## src/rtl/pit_table_if.sv

```systemverilog
// Bus bundle for pit_table: interest intake, FIB forward/return lines, payload stream.
// The slave modport is the table's view; master is the surrounding pipeline's view.
interface pit_table_if #(
  parameter int DEPTH = 4
);
  localparam int CW = $clog2(DEPTH + 1);

  // Handshake: an interest transfers on a rising edge where interest_valid and
  // interest_ready are both high; interest_ready never depends on interest_valid.
  // All other strobes (fib_out_bit, prefix_ready, rejected, start_send_to_pit,
  // interest_drop, data_out_valid) are single-cycle pulses with no back-pressure.
  logic          interest_valid;
  logic [63:0]   interest_prefix;
  logic [5:0]    interest_len;
  logic          interest_ready;
  logic          interest_drop;

  logic [63:0]   pit_in_prefix;
  logic [5:0]    pit_in_len;
  logic          fib_out_bit;

  logic [63:0]   pit_out_prefix;
  logic [5:0]    pit_out_len;
  logic          prefix_ready;
  logic [7:0]    out_data;

  logic          rejected;
  logic          start_send_to_pit;
  logic [7:0]    data_out;
  logic          data_out_valid;
  logic          data_out_last;

  logic [CW-1:0] pending_count;
  logic [1:0]    fsm_state;

  modport master (
    output interest_valid, interest_prefix, interest_len,
    output pit_out_prefix, pit_out_len, prefix_ready, out_data,
    input  interest_ready, interest_drop,
    input  pit_in_prefix, pit_in_len, fib_out_bit,
    input  rejected, start_send_to_pit, data_out, data_out_valid, data_out_last,
    input  pending_count, fsm_state
  );

  modport slave (
    input  interest_valid, interest_prefix, interest_len,
    input  pit_out_prefix, pit_out_len, prefix_ready, out_data,
    output interest_ready, interest_drop,
    output pit_in_prefix, pit_in_len, fib_out_bit,
    output rejected, start_send_to_pit, data_out, data_out_valid, data_out_last,
    output pending_count, fsm_state
  );
endinterface

```

## src/rtl/pit_table.sv

```systemverilog
// pit_table: Pending Interest Table in front of the FIB. Records interests, forwards
// first-seen prefixes, answers data arrivals and streams accepted payloads.
// Optional macro PIT_TIMEOUT_EN builds per-entry lifetime timers.
module pit_table #(
  parameter int DEPTH         = 4,
  parameter int PAYLOAD_BYTES = 8,
  parameter int LIFETIME      = 1000
) (
  input logic        clk,
  input logic        rst,
  pit_table_if.slave bus
);
  localparam int IW = $clog2(DEPTH);
  localparam int CW = $clog2(DEPTH + 1);
  localparam logic [7:0] LAST_IDX = 8'(PAYLOAD_BYTES - 1);

  localparam logic [1:0] S_IDLE   = 2'd0;
  localparam logic [1:0] S_RESP   = 2'd1;
  localparam logic [1:0] S_STREAM = 2'd2;

  // Out-of-range parameters surface as a named scope in the elaborated hierarchy.
  if (LIFETIME < 1 || LIFETIME > 65535 || PAYLOAD_BYTES < 1 || PAYLOAD_BYTES > 255
      || DEPTH < 2 || DEPTH > 16) begin : g_param_out_of_range
  end

  logic [1:0]       state;
  logic [DEPTH-1:0] valid_q;
  logic [63:0]      prefix_q [DEPTH];
  logic [5:0]       len_q    [DEPTH];
  logic [63:0]      resp_prefix;
  logic [5:0]       resp_len;
  logic [7:0]       byte_cnt;
  logic [CW-1:0]    count_q;

  logic             fwd_q;
  logic [63:0]      fwd_prefix_q;
  logic [5:0]       fwd_len_q;
  logic             drop_q;
  logic [7:0]       dout_q;
  logic             dvalid_q;
  logic             dlast_q;

  logic             accept_int;
  logic             int_hit;
  logic             has_free;
  logic [IW-1:0]    free_idx;
  logic [DEPTH-1:0] resp_hit_vec;
  logic             resp_hit;
  logic             do_insert;
  logic             do_drop;
  logic [DEPTH-1:0] expire_vec;
  logic [DEPTH-1:0] valid_next;
  logic [CW-1:0]    count_next;

  assign bus.interest_ready = (state == S_IDLE) && !bus.prefix_ready;
  assign accept_int         = bus.interest_valid && bus.interest_ready;

  // All lookups use pre-edge table state; descending scan leaves the lowest free index.
  always_comb begin
    int_hit      = 1'b0;
    has_free     = 1'b0;
    free_idx     = '0;
    resp_hit_vec = '0;
    for (int i = DEPTH - 1; i >= 0; i--) begin
      if (valid_q[i] && prefix_q[i] == bus.interest_prefix && len_q[i] == bus.interest_len)
        int_hit = 1'b1;
      if (valid_q[i] && prefix_q[i] == resp_prefix && len_q[i] == resp_len)
        resp_hit_vec[i] = 1'b1;
      if (!valid_q[i]) begin
        has_free = 1'b1;
        free_idx = IW'(i);
      end
    end
  end

  assign resp_hit  = |resp_hit_vec;
  assign do_drop   = accept_int && (bus.interest_len == 6'd0 || (!int_hit && !has_free));
  assign do_insert = accept_int && bus.interest_len != 6'd0 && !int_hit && has_free;

`ifdef PIT_TIMEOUT_EN
  logic [15:0] timer_q [DEPTH];

  always_comb begin
    expire_vec = '0;
    for (int i = 0; i < DEPTH; i++)
      expire_vec[i] = valid_q[i] && timer_q[i] == 16'd1;
  end

  always_ff @(posedge clk or posedge rst) begin
    if (rst) begin
      for (int i = 0; i < DEPTH; i++) timer_q[i] <= '0;
    end else begin
      for (int i = 0; i < DEPTH; i++) begin
        if (do_insert && free_idx == IW'(i))
          timer_q[i] <= 16'(LIFETIME);
        else if (valid_q[i] && timer_q[i] != 16'd0)
          timer_q[i] <= timer_q[i] - 16'd1;
      end
    end
  end
`else
  assign expire_vec = '0;
`endif

  // A RESP hit on an entry that also expires this edge still counts as a hit.
  always_comb begin
    valid_next = valid_q & ~expire_vec;
    if (state == S_RESP) valid_next = valid_next & ~resp_hit_vec;
    if (do_insert) valid_next[free_idx] = 1'b1;
    count_next = '0;
    for (int i = 0; i < DEPTH; i++)
      count_next = count_next + CW'(valid_next[i]);
  end

  always_ff @(posedge clk or posedge rst) begin
    if (rst) begin
      for (int i = 0; i < DEPTH; i++) begin
        prefix_q[i] <= '0;
        len_q[i]    <= '0;
      end
    end else if (do_insert) begin
      prefix_q[free_idx] <= bus.interest_prefix;
      len_q[free_idx]    <= bus.interest_len;
    end
  end

  always_ff @(posedge clk or posedge rst) begin
    if (rst) begin
      state        <= S_IDLE;
      valid_q      <= '0;
      count_q      <= '0;
      resp_prefix  <= '0;
      resp_len     <= '0;
      byte_cnt     <= '0;
      fwd_q        <= 1'b0;
      fwd_prefix_q <= '0;
      fwd_len_q    <= '0;
      drop_q       <= 1'b0;
      dout_q       <= '0;
      dvalid_q     <= 1'b0;
      dlast_q      <= 1'b0;
    end else begin
      valid_q      <= valid_next;
      count_q      <= count_next;
      fwd_q        <= do_insert;
      fwd_prefix_q <= do_insert ? bus.interest_prefix : 64'd0;
      fwd_len_q    <= do_insert ? bus.interest_len : 6'd0;
      drop_q       <= do_drop;
      dout_q       <= '0;
      dvalid_q     <= 1'b0;
      dlast_q      <= 1'b0;
      case (state)
        S_IDLE: begin
          if (bus.prefix_ready) begin
            resp_prefix <= bus.pit_out_prefix;
            resp_len    <= bus.pit_out_len;
            state       <= S_RESP;
          end
        end
        S_RESP: begin
          byte_cnt <= '0;
          state    <= resp_hit ? S_STREAM : S_IDLE;
        end
        S_STREAM: begin
          dout_q   <= bus.out_data;
          dvalid_q <= 1'b1;
          dlast_q  <= (byte_cnt == LAST_IDX);
          byte_cnt <= byte_cnt + 8'd1;
          if (byte_cnt == LAST_IDX) state <= S_IDLE;
        end
        default: state <= S_IDLE;
      endcase
    end
  end

  // The response pulses live for exactly the single RESP cycle.
  assign bus.start_send_to_pit = (state == S_RESP) && resp_hit;
  assign bus.rejected          = (state == S_RESP) && !resp_hit;

  assign bus.fib_out_bit    = fwd_q;
  assign bus.pit_in_prefix  = fwd_prefix_q;
  assign bus.pit_in_len     = fwd_len_q;
  assign bus.interest_drop  = drop_q;
  assign bus.data_out       = dout_q;
  assign bus.data_out_valid = dvalid_q;
  assign bus.data_out_last  = dlast_q;
  assign bus.pending_count  = count_q;
  assign bus.fsm_state      = state;
endmodule

```

## src/flat_wrapper.sv

```systemverilog
// flat-port wrapper written by rule: the top's interface ports become plain ports
module pit_table_flat 
#(
  parameter int DEPTH         = 4,
  parameter int PAYLOAD_BYTES = 8,
  parameter int LIFETIME      = 1000
)
  (clk, rst, bus_interest_valid, bus_interest_prefix, bus_interest_len, bus_pit_out_prefix, bus_pit_out_len, bus_prefix_ready, bus_out_data, bus_interest_ready, bus_interest_drop, bus_pit_in_prefix, bus_pit_in_len, bus_fib_out_bit, bus_rejected, bus_start_send_to_pit, bus_data_out, bus_data_out_valid, bus_data_out_last, bus_pending_count, bus_fsm_state);
  pit_table_if #(.DEPTH(DEPTH)) bus_i ();
  input logic clk;
  input logic rst;
  input wire logic [$bits(bus_i.interest_valid)-1:0] bus_interest_valid;
  input wire logic [$bits(bus_i.interest_prefix)-1:0] bus_interest_prefix;
  input wire logic [$bits(bus_i.interest_len)-1:0] bus_interest_len;
  input wire logic [$bits(bus_i.pit_out_prefix)-1:0] bus_pit_out_prefix;
  input wire logic [$bits(bus_i.pit_out_len)-1:0] bus_pit_out_len;
  input wire logic [$bits(bus_i.prefix_ready)-1:0] bus_prefix_ready;
  input wire logic [$bits(bus_i.out_data)-1:0] bus_out_data;
  output wire logic [$bits(bus_i.interest_ready)-1:0] bus_interest_ready;
  output wire logic [$bits(bus_i.interest_drop)-1:0] bus_interest_drop;
  output wire logic [$bits(bus_i.pit_in_prefix)-1:0] bus_pit_in_prefix;
  output wire logic [$bits(bus_i.pit_in_len)-1:0] bus_pit_in_len;
  output wire logic [$bits(bus_i.fib_out_bit)-1:0] bus_fib_out_bit;
  output wire logic [$bits(bus_i.rejected)-1:0] bus_rejected;
  output wire logic [$bits(bus_i.start_send_to_pit)-1:0] bus_start_send_to_pit;
  output wire logic [$bits(bus_i.data_out)-1:0] bus_data_out;
  output wire logic [$bits(bus_i.data_out_valid)-1:0] bus_data_out_valid;
  output wire logic [$bits(bus_i.data_out_last)-1:0] bus_data_out_last;
  output wire logic [$bits(bus_i.pending_count)-1:0] bus_pending_count;
  output wire logic [$bits(bus_i.fsm_state)-1:0] bus_fsm_state;
  assign bus_i.interest_valid = bus_interest_valid;
  assign bus_i.interest_prefix = bus_interest_prefix;
  assign bus_i.interest_len = bus_interest_len;
  assign bus_i.pit_out_prefix = bus_pit_out_prefix;
  assign bus_i.pit_out_len = bus_pit_out_len;
  assign bus_i.prefix_ready = bus_prefix_ready;
  assign bus_i.out_data = bus_out_data;
  assign bus_interest_ready = bus_i.interest_ready;
  assign bus_interest_drop = bus_i.interest_drop;
  assign bus_pit_in_prefix = bus_i.pit_in_prefix;
  assign bus_pit_in_len = bus_i.pit_in_len;
  assign bus_fib_out_bit = bus_i.fib_out_bit;
  assign bus_rejected = bus_i.rejected;
  assign bus_start_send_to_pit = bus_i.start_send_to_pit;
  assign bus_data_out = bus_i.data_out;
  assign bus_data_out_valid = bus_i.data_out_valid;
  assign bus_data_out_last = bus_i.data_out_last;
  assign bus_pending_count = bus_i.pending_count;
  assign bus_fsm_state = bus_i.fsm_state;
  pit_table #(.DEPTH(DEPTH), .PAYLOAD_BYTES(PAYLOAD_BYTES), .LIFETIME(LIFETIME)) u_core (.clk(clk), .rst(rst), .bus(bus_i));
endmodule
```

## config.mk

```make
export PLATFORM = sky130hd
export DESIGN_NAME = pit_table_flat
export DESIGN_NICKNAME = d
export VERILOG_FILES = /design/src/rtl/pit_table_if.sv /design/src/rtl/pit_table.sv /design/src/flat_wrapper.sv
export SDC_FILE = /design/constraint.sdc
export NUM_CORES = 1
export LEC_CHECK = 0
export ABC_CLOCK_PERIOD_IN_PS = 30200
export CORE_ASPECT_RATIO = 0.9
export CORE_MARGIN = 2
export CORE_UTILIZATION = 35
export CTS_BUF_LIST = sky130_fd_sc_hd__clkbuf_8 sky130_fd_sc_hd__clkbuf_16
export CTS_CLUSTER_DIAMETER = 80
export DETAILED_ROUTE_END_ITERATION = 7
export GPL_TIMING_DRIVEN = 0
export HOLD_SLACK_MARGIN = 0.05
export SKIP_CTS_REPAIR_TIMING = 1
export SLEW_MARGIN = 20
export SYNTH_ARGS = -nofsm -noshare
export SYNTH_HDL_FRONTEND = slang
export SYNTH_SLANG_ARGS = --single-unit
```

## constraint.sdc

```tcl
create_clock -name clk -period 30.2 [get_ports clk]
set_input_delay 6.04 -clock clk [delete_from_list [all_inputs] [get_ports clk]]
set_output_delay 6.04 -clock clk [all_outputs]
set_load 0.02 [all_outputs]
```

==> results.py, run 1 <==
metrics = {
    "placement": {
        "dp_slack_ps": 16750,
        "portBuffers": 179,
        "dp_hpwl_mm": 99.7,
        "numPlacedInstances": 3083,
        "place_congestion": 1.03,
        "place_area_mm2": 0.0266,
    },
    "yosys": {
        "avgSynthCellArea_um2": 11.6,
        "syn_area_mm2": 0.0236,
        "synth-edff-count": 0,
        "ys_warn_count": 0,
        "synth_top_area_share_pct": 47.7,
        "ys_seq_area_share_pct": 47.7,
        "synthCells": 2023,
        "synth_nets": 2183,
        "synthTopCellsByArea": "dfrtp_1, mux2_2, xnor2_1",
        "postSynth.asyncResetShare_pct": 100,
        "synth_cell_types": 46,
        "synthFlopType": "dfrtp_1",
        "synth_seq_cells": 449,
        "synth_top_cell_by_area": "dfrtp_1",
    },
    "final_layout": {
        "stdcell_area_mm2": 0.0285,
        "fin_nets": 2425,
        "nFillCells": 6349,
        "fin_util_pct": 42.8,
        "syn2layout_area_growth_pct": 21.2,
        "final_layout_size_suffix_gt1_share_pct": 19.7,
        "multi_input_area_mm2": 0.0111,
        "layoutNonFillerInstCount": 3191,
        "regArea_mm2": 0.0112,
    },
    "worst_setup_path": {
        "r2r_slack_ps": 24390,
        "rr_endpoint": "u_core.bus.pending_count[1]",
        "worstRegToRegCells": 12,
        "worstPathRequired_ps": 24160,
        "worstPathMaxFanout": 3,
        "worst_ep_arrival_time_ps": 7390,
        "crit_path_end_kind": "output port",
        "r2r_start": "u_core.prefix_q[151]",
        "cp-start-kind": "primary input",
        "crit_type": "in2out",
    },
    "global_route": {
        "grt_use_total_pct": 36.5,
        "grt_pass1_vias": 18257,
        "grt_pass1_wl_mm": 168,
        "grt_antenna_before_repair": 11,
        "grt-ovfl-total": 0,
        "grt_max_degree": 100,
    },
    "timing": {
        "finalCritPeriodShare_pct": 44.5,
        "whs_ps": 493,
        "tightestPinTransition_ps": 1210,
        "fmax_mhz": 74.5,
        "rsz0062_at_grt": "false",
        "maxSlewViolCount": 0,
        "setup_viol_count_final": 0,
        "hold_violations": 0,
        "timing.final.ws_setup_ps": 16770,
        "final.setup.tns_ps": 0,
        "finClkSkew_ps": 30.0,
        "max-slew-margin-rel_pct": 19.5,
        "post-route-min-period_ps": 13430,
    },
    "pwr": {
        "p_per_area_mw_per_mm2": 96.8,
        "cellLeakagePower_nw": 12.8,
        "power.total_mw": 2.76,
        "ir_worst_vdd_mv": 0.0523,
    },
    "route": {
        "drt_iter0_drc": 2058,
        "dr.pass1.iters": 5,
        "route.detailed.drc": 0,
        "detail-route-antenna-nets": 0,
        "m1WireLength_mm": 56.2,
        "finalWirelength_mm": 127,
        "dr.max_layer_used": "met5",
        "viasPerCell": 5.72,
        "wl_per_cell_um": 39.9,
        "dr_wl_met3_mm": 9.87,
        "wl_met2_mm": 54.4,
        "vias": 18251,
    },
    "clock_network": {
        "h-tree-depth": 2,
        "ctsLongestPathBuffers": 3,
        "clkTransAtPathRegs_ps": 60,
        "clk_latency_ps": 640,
        "numCtsBuffers": 54,
        "cts_tree": "built",
        "root_buffer": "clkbuf_16",
        "cts_sinks": 449,
    },
    "floorplanning": {
        "core_area_mm2": 0.0668,
        "die-area_mm2": 0.0694,
        "die_w_um": 278,
        "num_io_pins": 242,
        "rows": 90,
        "start_util_pct": 35.3,
        "die_y_um": 250,
    },
    "hold_path": {
        "min_path_cells": 1,
        "min-delay-start": "u_core.prefix_q[69]",
        "whs_endpoint": "u_core.prefix_q[69]",
        "hp-class": "reg2reg",
    },
    "run": {
        "drv_cap": 0,
    },
    "outcome": {
        "status": "finished, final reports clean",
    },
}
-- area by class of cell --
type,count,share of cell area (%)
inverter,144,1.92
buffer,159,2.58
multi-input combinational,1271,38.8
sequential,449,39.4
antenna,8,0.0701
timing repair buffer,186,6.85
tap,874,3.83
clock inverter,36,1.35
clock buffer,64,5.25
-- sequential cells by signal (all words and copies together) (netlist names) --
| signal | flops |
|---|---|
| u_core.bus.data_out | 8 |
| u_core.bus.pit_in_prefix | 64 |
| u_core.byte_cnt | 8 |
| u_core.bus.interest_drop | 1 |
| u_core.prefix_q | 256 |
| u_core.bus.fib_out_bit | 1 |
| u_core.resp_prefix | 64 |
| u_core.bus.pending_count | 3 |
| u_core.valid_q | 4 |
| u_core.bus.pit_in_len | 6 |
| u_core.bus.data_out_valid | 1 |
| u_core.bus.data_out_last | 1 |
| u_core.resp_len | 6 |
| u_core.bus.fsm_state | 2 |
| u_core.len_q | 24 |
-- per-layer routing --
metal | vias to the layer above | track usage [%]
met2 | 848 | 54.2
li1 | 7465 | -
met5 | - | 0
met4 | 2 | 17.3
met1 | 9721 | 50.8
met3 | 215 | 7.60
-- Yosys cell counts, types with 9 or more instances --
cell and instances:
mux2i_1 44, xor2_1 189, nand2_1 15, nand2b_1 21
mux2_2 219, o221ai_1 9, and2_1 80, nor4_1 78
inv_1 144, mux2_1 31, nand4_1 75, o22ai_1 72
buf_2 64, nor3_1 16, xnor2_1 224, a22o_1 14
o21ai_0 10, a221oi_1 10, dfrtp_1 449, mux2_4 58
nor2_1 14, clkbuf_1 80, nor2b_1 15, nand3_1 16
-- logic make-up after synthesis --
group / synth area share [%]
AOI/OAI and AO/OA: 4.94
xor gates and xnor gates: 15.3
muxes: 17.5
adders and majority gates: 0.457
buffers and inverters: 5.39
DFF: 47.7
and+or+nand+nor: 8.68
-- worst max path at each step --
stage | start | end | slack [ps] | cells past startpoint
2_1_floorplan | rst | u_core.bus.data_out[0] | 11650 | 1
3_3_place_gp | rst | u_core.bus.pit_in_prefix[46] | 5040 | 2
3_5_place_dp | bus_prefix_ready | bus_interest_ready | 16750 | 3
4_1_cts | bus_prefix_ready | bus_interest_ready | 16740 | 3
5_1_grt | bus_prefix_ready | bus_interest_ready | 16710 | 3
6_report | bus_prefix_ready | bus_interest_ready | 16770 | 3
-- report_power, final --
part | internal, mW | total (mW) | switching, mW
sequential | 0.750 | 0.981 | 0.231
combinational | 0.397 | 1.08 | 0.678
clock | 0.413 | 0.706 | 0.292
-- cells in the final DEF, fill, tap and decap left out, drive strengths merged, types with 44 or more instances in the layout --
| master | Yosys | layout |
|---|---|---|
| clkdlybuf4s50 | 0 | 179 |
| xnor2 | 224 | 224 |
| xor2 | 189 | 189 |
| and2 | 80 | 80 |
| o22ai | 72 | 72 |
| nand4 | 75 | 75 |
| buf | 79 | 86 |
| dfrtp | 449 | 449 |
| nor4 | 79 | 79 |
| inv | 144 | 156 |
| clkbuf | 80 | 144 |
| mux2 | 308 | 308 |
| mux2i | 44 | 44 |
-- critical path: stages --
cell,delay [ps]
clkdlybuf4s50_1,440
nor2b_1,250
clkdlybuf4s50_1,650
Note: power is estimated with default switching activity, not from simulation.
==> inputs of run 2 (changes only) <==
--- a/config.mk
+++ b/config.mk
@@ -5,7 +5,7 @@
 export SDC_FILE = /design/constraint.sdc
 export NUM_CORES = 1
 export LEC_CHECK = 0
-export ABC_CLOCK_PERIOD_IN_PS = 30200
+export ABC_CLOCK_PERIOD_IN_PS = 12100
 export CORE_ASPECT_RATIO = 0.9
 export CORE_MARGIN = 2
 export CORE_UTILIZATION = 35
==> constraint.sdc (replaced) <==
create_clock -name clk -period 12.1 [get_ports clk]
set_input_delay 2.42 -clock clk [delete_from_list [all_inputs] [get_ports clk]]
set_output_delay 2.42 -clock clk [all_outputs]
set_load 0.02 [all_outputs]
==> results.py, run 2 (synthesized netlist as in run 1, its figures left out) <==
metrics = {
    "outcome": {
        "status": "finished, final reports clean",
    },
    "floorplanning": {
        "rows": 90,
        "die-area_mm2": 0.0694,
        "num_io_pins": 242,
        "die_y_um": 250,
        "die_w_um": 278,
        "start_util_pct": 35.3,
        "core_area_mm2": 0.0668,
    },
    "clock_network": {
        "clkTransAtPathRegs_ps": 60,
        "clk_latency_ps": 640,
        "ctsLongestPathBuffers": 3,
        "cts_sinks": 449,
        "h-tree-depth": 2,
        "root_buffer": "clkbuf_16",
        "cts_tree": "built",
        "numCtsBuffers": 53,
    },
    "pwr": {
        "cellLeakagePower_nw": 13.0,
        "ir_worst_vdd_mv": 0.155,
        "p_per_area_mw_per_mm2": 242,
    },
    "placement": {
        "portBuffers": 179,
        "place_congestion": 1.03,
        "dp_slack_ps": 3720,
        "place_area_mm2": 0.0269,
        "numPlacedInstances": 3095,
        "dp_hpwl_mm": 102,
    },
    "worst_setup_path": {
        "crit_path_end_kind": "flip-flop",
        "crit_chain": "clkbuf_1 -> inv_1 -> o22ai_1 -> nor4_2 -> buf_4 -> nand4_1 -> o32ai_2 -> nor3_2 -> nor4b_1 -> buf_6 -> buf_2 -> a21o_1 -> ha_1 -> fa_1 -> ha_1",
        "worst_ep_arrival_time_ps": 8340,
        "cp_top_family": "buffers and inverters",
        "cp-start-kind": "primary input",
        "critPathMaxStageDelay_ps": 750,
        "worstPathMaxFanout": 10,
        "crit_top_cell": "ha_1",
        "worstPathRequired_ps": 12600,
        "critPathSlowestCell": "o22ai_1",
        "path_buf_inv": 5,
        "crit_type": "in2reg",
    },
    "route": {
        "detail-route-antenna-nets": 0,
        "dr.pass1.iters": 7,
        "wl_per_cell_um": 39.7,
        "route.detailed.drc": 0,
        "vias": 18321,
        "drt_iter0_drc": 2238,
        "viasPerCell": 5.73,
        "finalWirelength_mm": 127,
    },
    "timing": {
        "finClkSkew_ps": 27.4,
        "hold_violations": 0,
        "final.setup.tns_ps": 0,
        "setup_viol_count_final": 0,
        "maxSlewViolCount": 0,
        "tightestPinTransition_ps": 1200,
        "finalCritPeriodShare_pct": 64.8,
        "fmax_mhz": 128,
        "max-slew-margin-rel_pct": 19.4,
        "rsz0062_at_grt": "false",
        "post-route-min-period_ps": 7840,
        "timing.final.ws_setup_ps": 4260,
    },
    "global_route": {
        "grt-ovfl-total": 0,
        "grt_max_degree": 36,
        "grt_use_total_pct": 36.3,
        "grt_antenna_before_repair": 11,
        "grt_pass1_wl_mm": 167,
        "grt_pass1_vias": 18273,
    },
    "final_layout": {
        "fin_nets": 2436,
        "multi_input_area_mm2": 0.0111,
        "regMostFlops": "u_core.prefix_q",
        "largest_register_ffs": 256,
        "syn2layout_area_growth_pct": 22.5,
        "final_layout_size_suffix_gt1_share_pct": 20.6,
        "nFillCells": 6361,
        "regArea_mm2": 0.0112,
        "stdcell_area_mm2": 0.0289,
        "layoutNonFillerInstCount": 3195,
        "fin_util_pct": 43.2,
        "final_common_cell": "dfrtp_1",
        "final_cell_mix": "dfrtp_1, xnor2_1, mux2_2",
    },
    "run": {
        "drv_cap": 0,
    },
    "hold_path": {
        "hp-class": "reg2reg",
    },
}
==> run 2: cell types whose count changed in the layout (fill, tap and decap cells not counted), sizes merged <==
cell | previous run | this run
bufinv | 7 | 10
inv | 156 | 151
diode | 8 | 1
buf | 86 | 98
clkbuf | 144 | 146
clkinvlp | 3 | 4
clkinv | 14 | 12
==> run 2: power breakdown <==
part | leakage [nW] | internal, mW | switching [mW] | total [mW]
sequential | 5.70 | 1.87 | 0.564 | 2.44
clock | 0.982 | 1.09 | 0.732 | 1.83
combinational | 6.27 | 1.01 | 1.72 | 2.73
total | 13.0 | 3.97 | 3.02 | 6.99
==> run 2: path summary, 6_finish.rpt <==
path	start	endpoint	slack, ps	cells after the start
min in group asynchronous	rst	u_core.bus.data_out[6]	2270	2
worst min register to register	u_core.prefix_q[69]	u_core.prefix_q[69]	510	1
worst min-delay path	u_core.prefix_q[69]	u_core.prefix_q[69]	510	1
max in group asynchronous	rst	u_core.prefix_q[75]	8530	6
worst max-delay path	bus_interest_prefix[21]	u_core.bus.pending_count[1]	4260	15
worst max register to register	u_core.prefix_q[67]	u_core.bus.pending_count[1]	6400	12
==> run 2: cell type report <==
cell class                      count  share of cell area (%)
Buffer                            159                    2.56
Multi-Input combinational cell   1271                    38.5
Timing Repair Buffer              198                    7.54
Clock buffer                       66                    5.22
Tap cell                          874                    3.79
Antenna cell                        1                 0.00867
Sequential cell                   449                    38.9
Clock inverter                     33                    1.56
Inverter                          144                    1.89
==> run 2: per-layer routing <==
layer  share of wire, %  wire [µm]  global-route usage, %
met5             0.0079         10                      0
met4                5.2       6570                   16.5
met3                8.4      10700                   7.95
met2                 43      54700                   54.3
met1                 43      55000                   50.1
==> run 2: per-stage QoR <==
| stage | power (mW) | hold WS [ps] |
|---|---|---|
| 6_report | 6.99 | 505 |
| 5_1_grt | 7.14 | 536 |
| 4_1_cts | 6.91 | 507 |
| 3_5_place_dp | 5.08 | 493 |
| 3_3_place_gp | 5.05 | 478 |
| 2_1_floorplan | 3.66 | 464 |
